## src/rtl/instr_fetch.sv

```systemverilog
// ---------------------------------------------------------------------------
// instr_fetch
//
// Instruction fetch unit. Reads one cache line at a time from the system bus
// into a local line buffer and hands 32-bit instruction words to decode in
// program order with valid/ready backpressure. Each 64-bit beat carries two
// words, the lower word at the lower address.
//
// Parameters
//   BEATS        64-bit beats per line (power of two, 2..16); line = BEATS*8 B
//
// Ports
//   clk, reset   clock; asynchronous active-high reset
//   start        one-cycle pulse, begins fetching at start_pc (IDLE/DONE only)
//   start_pc     first instruction address (4-byte aligned)
//   bus_reqcyc   read request valid         bus_req   line-aligned address
//   bus_reqack   request accepted
//   bus_respcyc  response beat valid        bus_resp  beat data
//   bus_respack  beat accepted (combinational from bus_respcyc while in RESP)
//   instr_valid  instr/instr_pc valid       instr     instruction word
//   instr_pc     address of instr           instr_ready  decode accepts
//   done         fetch halted on a zero word (optional feature)
//
// Build option
//   INSTR_FETCH_HALT_ZERO_EN  when defined, a zero head word stops delivery;
//   the rest of the line is still accepted and discarded, then the unit parks
//   in DONE with done=1 until the next start or reset. When undefined, zero
//   words are ordinary instructions and done is tied low.
// ---------------------------------------------------------------------------
module instr_fetch #(
  parameter int BEATS = 8
) (
  input  logic        clk,
  input  logic        reset,
  input  logic        start,
  input  logic [63:0] start_pc,
  output logic        bus_reqcyc,
  output logic [63:0] bus_req,
  input  logic        bus_reqack,
  input  logic        bus_respcyc,
  input  logic [63:0] bus_resp,
  output logic        bus_respack,
  output logic        instr_valid,
  output logic [31:0] instr,
  output logic [63:0] instr_pc,
  input  logic        instr_ready,
  output logic        done
);

  localparam int WORDS      = 2 * BEATS;
  localparam int LINE_BYTES = BEATS * 8;
  localparam int WSELW      = $clog2(WORDS);   // word select inside the buffer
  localparam int IDXW       = WSELW + 1;       // head index, can reach WORDS
  localparam int BCW        = $clog2(BEATS) + 1; // beat count, can reach BEATS

  localparam logic [63:0]     LINE_MASK = 64'(LINE_BYTES - 1);
  localparam logic [63:0]     LINE_STEP = 64'(LINE_BYTES);
  localparam logic [IDXW-1:0] IDX_END   = IDXW'(WORDS);
  localparam logic [BCW-1:0]  BEAT_LAST = BCW'(BEATS - 1);

  typedef enum logic [2:0] {
    S_IDLE  = 3'd0,
    S_REQ   = 3'd1,
    S_RESP  = 3'd2,
    S_DRAIN = 3'd3,
    S_DONE  = 3'd4
  } state_t;

  state_t                 state_q, state_d;
  logic [63:0]            line_q, line_d;
  logic [63:0]            pc_q, pc_d;
  logic [BCW-1:0]         beat_q, beat_d;
  logic [WORDS-1:0][31:0] word_q, word_d;

  logic [IDXW-1:0]        head_idx;
  logic [WSELW-1:0]       wr_sel;
  logic [31:0]            head_word;
  logic                   head_written;
  logic                   deliver_ok;
  logic                   zero_head;

  // line_q is always line-aligned, so only the low index bits of pc and line
  // matter; the modular difference is exact because the true offset never
  // exceeds WORDS < 2^IDXW.
  assign head_idx = pc_q[IDXW+1:2] - line_q[IDXW+1:2];

  // Beats land in order, so "head word written" reduces to a compare against
  // twice the number of beats captured so far.
  assign head_written = (head_idx < {beat_q, 1'b0});
  assign head_word    = word_q[head_idx[WSELW-1:0]];
  assign deliver_ok   = ((state_q == S_RESP) || (state_q == S_DRAIN)) && head_written;

`ifdef INSTR_FETCH_HALT_ZERO_EN
  // The head cannot advance past a zero word, so this stays asserted until
  // the unit leaves the line; no separate sticky flag is needed.
  assign zero_head = deliver_ok && (head_word == 32'h0);
  assign done      = (state_q == S_DONE);
`else
  assign zero_head = 1'b0;
  assign done      = 1'b0;
`endif

  assign instr_valid = deliver_ok && !zero_head;
  assign instr       = instr_valid ? head_word : 32'h0;
  assign instr_pc    = instr_valid ? pc_q : 64'h0;

  assign bus_reqcyc  = (state_q == S_REQ);
  assign bus_req     = bus_reqcyc ? line_q : 64'h0;
  assign bus_respack = (state_q == S_RESP) && bus_respcyc;

  // Buffer slot for the low word of the incoming beat. While in RESP the beat
  // count is below BEATS, so its top bit is not needed here.
  assign wr_sel = {beat_q[BCW-2:0], 1'b0};

  always_comb begin
    state_d = state_q;
    line_d  = line_q;
    pc_d    = pc_q;
    beat_d  = beat_q;
    word_d  = word_q;

    // Delivery is independent of the bus side and overlaps RESP and DRAIN.
    if (instr_valid && instr_ready) begin
      pc_d = pc_q + 64'd4;
    end

    unique case (state_q)
      S_IDLE, S_DONE: begin
        if (start) begin
          line_d  = start_pc & ~LINE_MASK;
          pc_d    = start_pc;
          beat_d  = '0;
          state_d = S_REQ;
        end
      end

      S_REQ: begin
        if (bus_reqack) begin
          state_d = S_RESP;
        end
      end

      S_RESP: begin
        if (bus_respcyc) begin
          word_d[wr_sel]              = bus_resp[31:0];
          word_d[wr_sel | WSELW'(1)]  = bus_resp[63:32];
          beat_d                      = beat_q + BCW'(1);
          if (beat_q == BEAT_LAST) begin
            state_d = S_DRAIN;
          end
        end
      end

      S_DRAIN: begin
        if (zero_head) begin
          state_d = S_DONE;
        end else if (head_idx == IDX_END) begin
          // pc already sits on the next line's first word.
          line_d  = line_q + LINE_STEP;
          beat_d  = '0;
          state_d = S_REQ;
        end
      end

      default: begin
        state_d = S_IDLE;
      end
    endcase
  end

  always_ff @(posedge clk or posedge reset) begin
    if (reset) begin
      state_q <= S_IDLE;
      line_q  <= 64'h0;
      pc_q    <= 64'h0;
      beat_q  <= '0;
    end else begin
      state_q <= state_d;
      line_q  <= line_d;
      pc_q    <= pc_d;
      beat_q  <= beat_d;
    end
  end

  // Line data needs no reset: a word is only read once the beat count says
  // it has been written, and the outputs are gated by instr_valid.
  always_ff @(posedge clk) begin
    word_q <= word_d;
  end

endmodule
```

## config.mk

```make
export PLATFORM = sky130hd
export DESIGN_NAME = instr_fetch
export DESIGN_NICKNAME = d
export VERILOG_FILES = /design/src/rtl/instr_fetch.sv
export SDC_FILE = /design/constraint.sdc
export NUM_CORES = 1
export LEC_CHECK = 0
export BUFFER_PORTS_ARGS = -buffer_cell sky130_fd_sc_hd__buf_4
export CAP_MARGIN = 20
export CORE_AREA = 2 2 319 321
export DETAILED_ROUTE_END_ITERATION = 7
export DIE_AREA = 0 0 321 323
export HOLD_SLACK_MARGIN = 0.1
export PLACE_DENSITY = 0.59
export REMOVE_ABC_BUFFERS = 1
export SYNTH_ARGS = -nofsm -noshare
export SYNTH_HDL_FRONTEND = slang
export SYNTH_SLANG_ARGS = --single-unit
```

## constraint.sdc

```tcl
create_clock -name clk -period 7.1 [get_ports clk]
set_input_delay 1.775 -clock clk [delete_from_list [all_inputs] [get_ports clk]]
set_output_delay 1.775 -clock clk [all_outputs]
set_load 0.02 [all_outputs]
```

# Yosys cells after proc, flatten, opt, wreduce, memory -nomap -nowiden
# Cells that the tools add are included.
# totals
ff_bits,647
inputBits,134
# classes
n_addsub,4
magnitude_cmp,6
n_eq_ne,11
mux,27
n_reduce_logical,14
# ops
op,count
$bwmux 512,2
$mux 64,7
$demux 32 s3,2
$bmux 32 s4,1
$mux 32,4
$pmux 64 s2,1
$add 64x3->64 const B,1
$add 64x7->64 const B,1
$lt 4x5->1 const B,3
$mux 3,5
$mux 4,3
$pmux 3 s4,1
$pmux 4 s3,1
$ge 4x1->1 const B,2
$eq 3x2->1 const B,2
$ne 2x1->1 const B,3
$eq 5x5->1 const B,1
$logic_and 1x1->1,5
$lt 5x5->1,1
$reduce_and 5->1,1
$sub 5x5->5,1
$add 4x1->4 const B,1
$eq 4x3->1 const B,1
$ne 2x2->1 const B,2
other kinds (10),10

# Logic depth before layout (Yosys ltp)
# logic_depth
depth_word,7
mapped_depth,12

# Worst setup path before layout
# Ideal clock, no wire load.
# synth_timing
kind,in2reg
startpoint,in bus_respcyc
endpoint,reg word_q[256] (netlist name) (enable)
arrival_time_ns,7.967
required_time_ns,6.456
path_slack_ns,-1.510
path_stages,2
path_cell_list,nand2_1 > nor4_1
# synth_via
elab_chain_cells,1
# synth_lines
element,line_no,text
"start, declared",40,"input logic bus_respcyc,"
$reduce_and 2->1 (no source line),n/a,
"end signal, assigned",188,word_q <= word_d;
"end, declared",73,"logic [WORDS-1:0][31:0] word_q, word_d;"
# No other way between the ends.
# A chain may end at the register's enable or synchronous reset.

# Final worst setup path
# layout_timing
startpoint,reg beat_q[2]
endpoint,out instr[29]
# layout_via
elab_chain_cells,3
# layout_lines
element,line_no,text
"start, declared",72,"logic [BCW-1:0] beat_q, beat_d;"
"start signal, assigned",181,beat_q <= beat_d;
$lt 5x5->1,89,"assign head_written = (head_idx < {beat_q, 1'b0});"
$logic_and 1x1->1,91,assign deliver_ok = ((state_q == S_RESP) || (state_q == S_DRAIN)) && head_written;
$mux 32,104,assign instr = instr_valid ? head_word : 32'h0;
"end, declared",44,"output logic [31:0] instr,"
# No other way between the ends.

==> run metrics <==
ratio of routed vias to standard cells 5.08; final setup violation count 0; final wirelength 88.7 mm; overall power after layout about 0.015 W; worst path arrival time 4220 ps; post-cts repair resize count 0; Final Hold Viols 0; sum of negative setup slack 0 ps; DR vias 19265; category of the critical setup timing path reg -> out; kind of end point of the critical path output port; post-route standard cell area excluding fillers 36100 µm²; Place WS 1590 ps; Async SR Flop Fraction 0.200; area of the die a little over 100000 µm²; DP HPWL 53.6 mm; largest voltage drop on the vdd net between 0.2 and 0.3 mV; number of enable-type register cells in the synthesized netlist between 500 and 600; total leakage power ~13 nW; Worst Hold Class reg -> reg; share of the yosys chip area belonging to registers 0.621; total congestion overflow after global routing 0; slew of the pin with the lowest slew margin 1020 ps; highest clock rate 167 MHz; synthesis-to-layout area growth 20.9%; total global routing track utilization 0.169; core area 101000 µm²; hold_buf cts 0; area of the mapped netlist 29900 µm²; via count of the first global-routing pass 19075; setup fix buffers added after clock tree synthesis 0; fin nets 2571; worst clock skew 32.4 ps; final weighted congestion in routability-driven placement 0.843; Power per Cell Area 408 nW/µm²; Post-Place Cell Area 33700 µm²; count of clock tree sinks 640; Slew HR 0.317; I/O pin total 298; final number of max-transition violations 0; CP Data Required Time 5330 ps; peak fanout along the critical path 61; count of warnings emitted by yosys 0; Reg clk slew, reported paths 60 ps; portion of synthesized cell area occupied by the leading cell type 0.514; Mapped Avg Cell Area 14.0 µm²; TritonCTS clock tree done; starting utilization of the core area 0.297; Max Cap Viol 0; result of the run completed; row count 117; remaining antenna violation count 0; input/output buffers 290; highest-count cells in the layout ignoring fill and taps sky130_fd_sc_hd__edfxtp_1 (512), sky130_fd_sc_hd__and2_1 (402), sky130_fd_sc_hd__buf_4 (330); number of distinct library cells after synthesis 64; most used flip-flop cell after synthesis sky130_fd_sc_hd__edfxtp_1; critical path launch point type flip-flop; Finished Layout Cells 3796; root cell of the clock tree sky130_fd_sc_hd__clkbuf_16; gate count of the mapped netlist 2142; total instance count after detailed placement 3655; time the worst path needs with I/O delays and setup around 6000 ps; pin count of the biggest net entering global routing about 110; number of buffers inserted during clock tree synthesis 74; most common cell after layout, fill and taps aside sky130_fd_sc_hd__edfxtp_1; number of levels in the clock H-tree 3; clock latency at the later pin of the worst-skew pair between 600 and 700 ps; die width 321 µm; count of state elements after synthesis 640; 1st-iter DRT viols between 1500 and 2000; largest area contributor in the netlist sky130_fd_sc_hd__edfxtp_1; fraction of final layout cells with drive strength greater than 1 0.263; wire length per cell after detailed routing 23.4 µm; post-route worst setup slack 1100 ps; number of buffers on the longest clock path 3; number of antenna violations at the first check in global routing 12; period utilization 0.844; Pre-Repair DR Iteration Count 5; Synth area leaders sky130_fd_sc_hd__edfxtp_1 (51%), sky130_fd_sc_hd__mux4_2 (12%), sky130_fd_sc_hd__dfrtp_1 (11%); # DRC 0; die extent in y 323 µm; RSZ-0062 raised after global routing no; wire length of the first global-routing pass approximately 130 mm
==> critical path, cell delays in order (launching register included) <==
cell	delay, ps
sky130_fd_sc_hd__dfrtp_1	580
sky130_fd_sc_hd__clkinv_1	410
sky130_fd_sc_hd__ha_1	340
sky130_fd_sc_hd__a211oi_1	540
sky130_fd_sc_hd__o21ai_2	160
sky130_fd_sc_hd__clkinv_2	480
sky130_fd_sc_hd__buf_4	560
sky130_fd_sc_hd__and2_1	220
sky130_fd_sc_hd__buf_4	140
==> routing by layer <==
layer | up-vias | track usage | wire length (µm)
met2 | 713 | 0.281 | 43000
met3 | 159 | 0.0414 | 6380
met5 | - | 0 | 63
met4 | 10 | 0.0518 | 2550
met1 | 9751 | 0.216 | 36700
li1 | 8632 | - | -
==> power by group <==
part / total (W) / internal, W / switching [W]
clock: 0.00377 / 0.00216 / 0.00161
combinational: 0.00585 / 0.00253 / 0.00333
sequential: 0.00511 / 0.00453 / 0.000580
==> synthesized netlist by cell type (all sizes together), types with 16 or more instances <==
library cell	n
buf	21
nor3	42
nand3	53
clkbuf	114
or3	16
inv	35
nor2	91
nand2	115
nand4	31
edfxtp	512
and2	406
xnor2	59
dfrtp	128
mux4	160
and3	20
nor4	39
a21oi	69
o21ai	74
==> layout make-up <==
class	count	area (µm²)
fillers	9700	64600
clock buffers	93	2000
flip-flops and latches	640	18600
inverters	36	141
diodes	5	12.5
well taps	1309	1640
clock inverters	42	405
repair buffers	333	2540
multi-input cells	1338	10800
==> per-stage QoR <==
stage	hold WS, ps	utilization
floorplan	437	-
global placement	454	0.335
detailed placement	460	0.335
CTS	474	0.358
global route	505	0.359
finish	474	0.359
==> cell families after synthesis <==
logic type | Yosys count | synth area share
AND/OR/NAND/NOR | 841 | 0.157
buffers and inverters | 171 | 0.0224
AO/OA/AOI/OAI | 244 | 0.0513
flip-flops | 640 | 0.621
other | 2 | 0.000251
multiplexers | 168 | 0.123
XOR/XNOR | 62 | 0.0182
adder cells (fa/ha/maj) | 14 | 0.00586
==> final timing paths <==
kind	endpoint	slack (ps)	cells past startpoint	from
max	instr[29]	1100	8	beat_q[2]
min	pc_q[0]	470	2	pc_q[0]
max reg2reg	line_q[45]	2920	8	state_q[0]
min reg2reg	pc_q[0]	470	2	pc_q[0]
max in group asynchronous	pc_q[2]	4780	3	reset
min in group asynchronous	line_q[58]	1170	2	reset
==> registers in the layout (all words and copies together) (netlist names) <==
name     flops
state_q      2
pc_q        64
line_q      58
word_q     512
beat_q       4
Power figures use the tool's default switching activity.
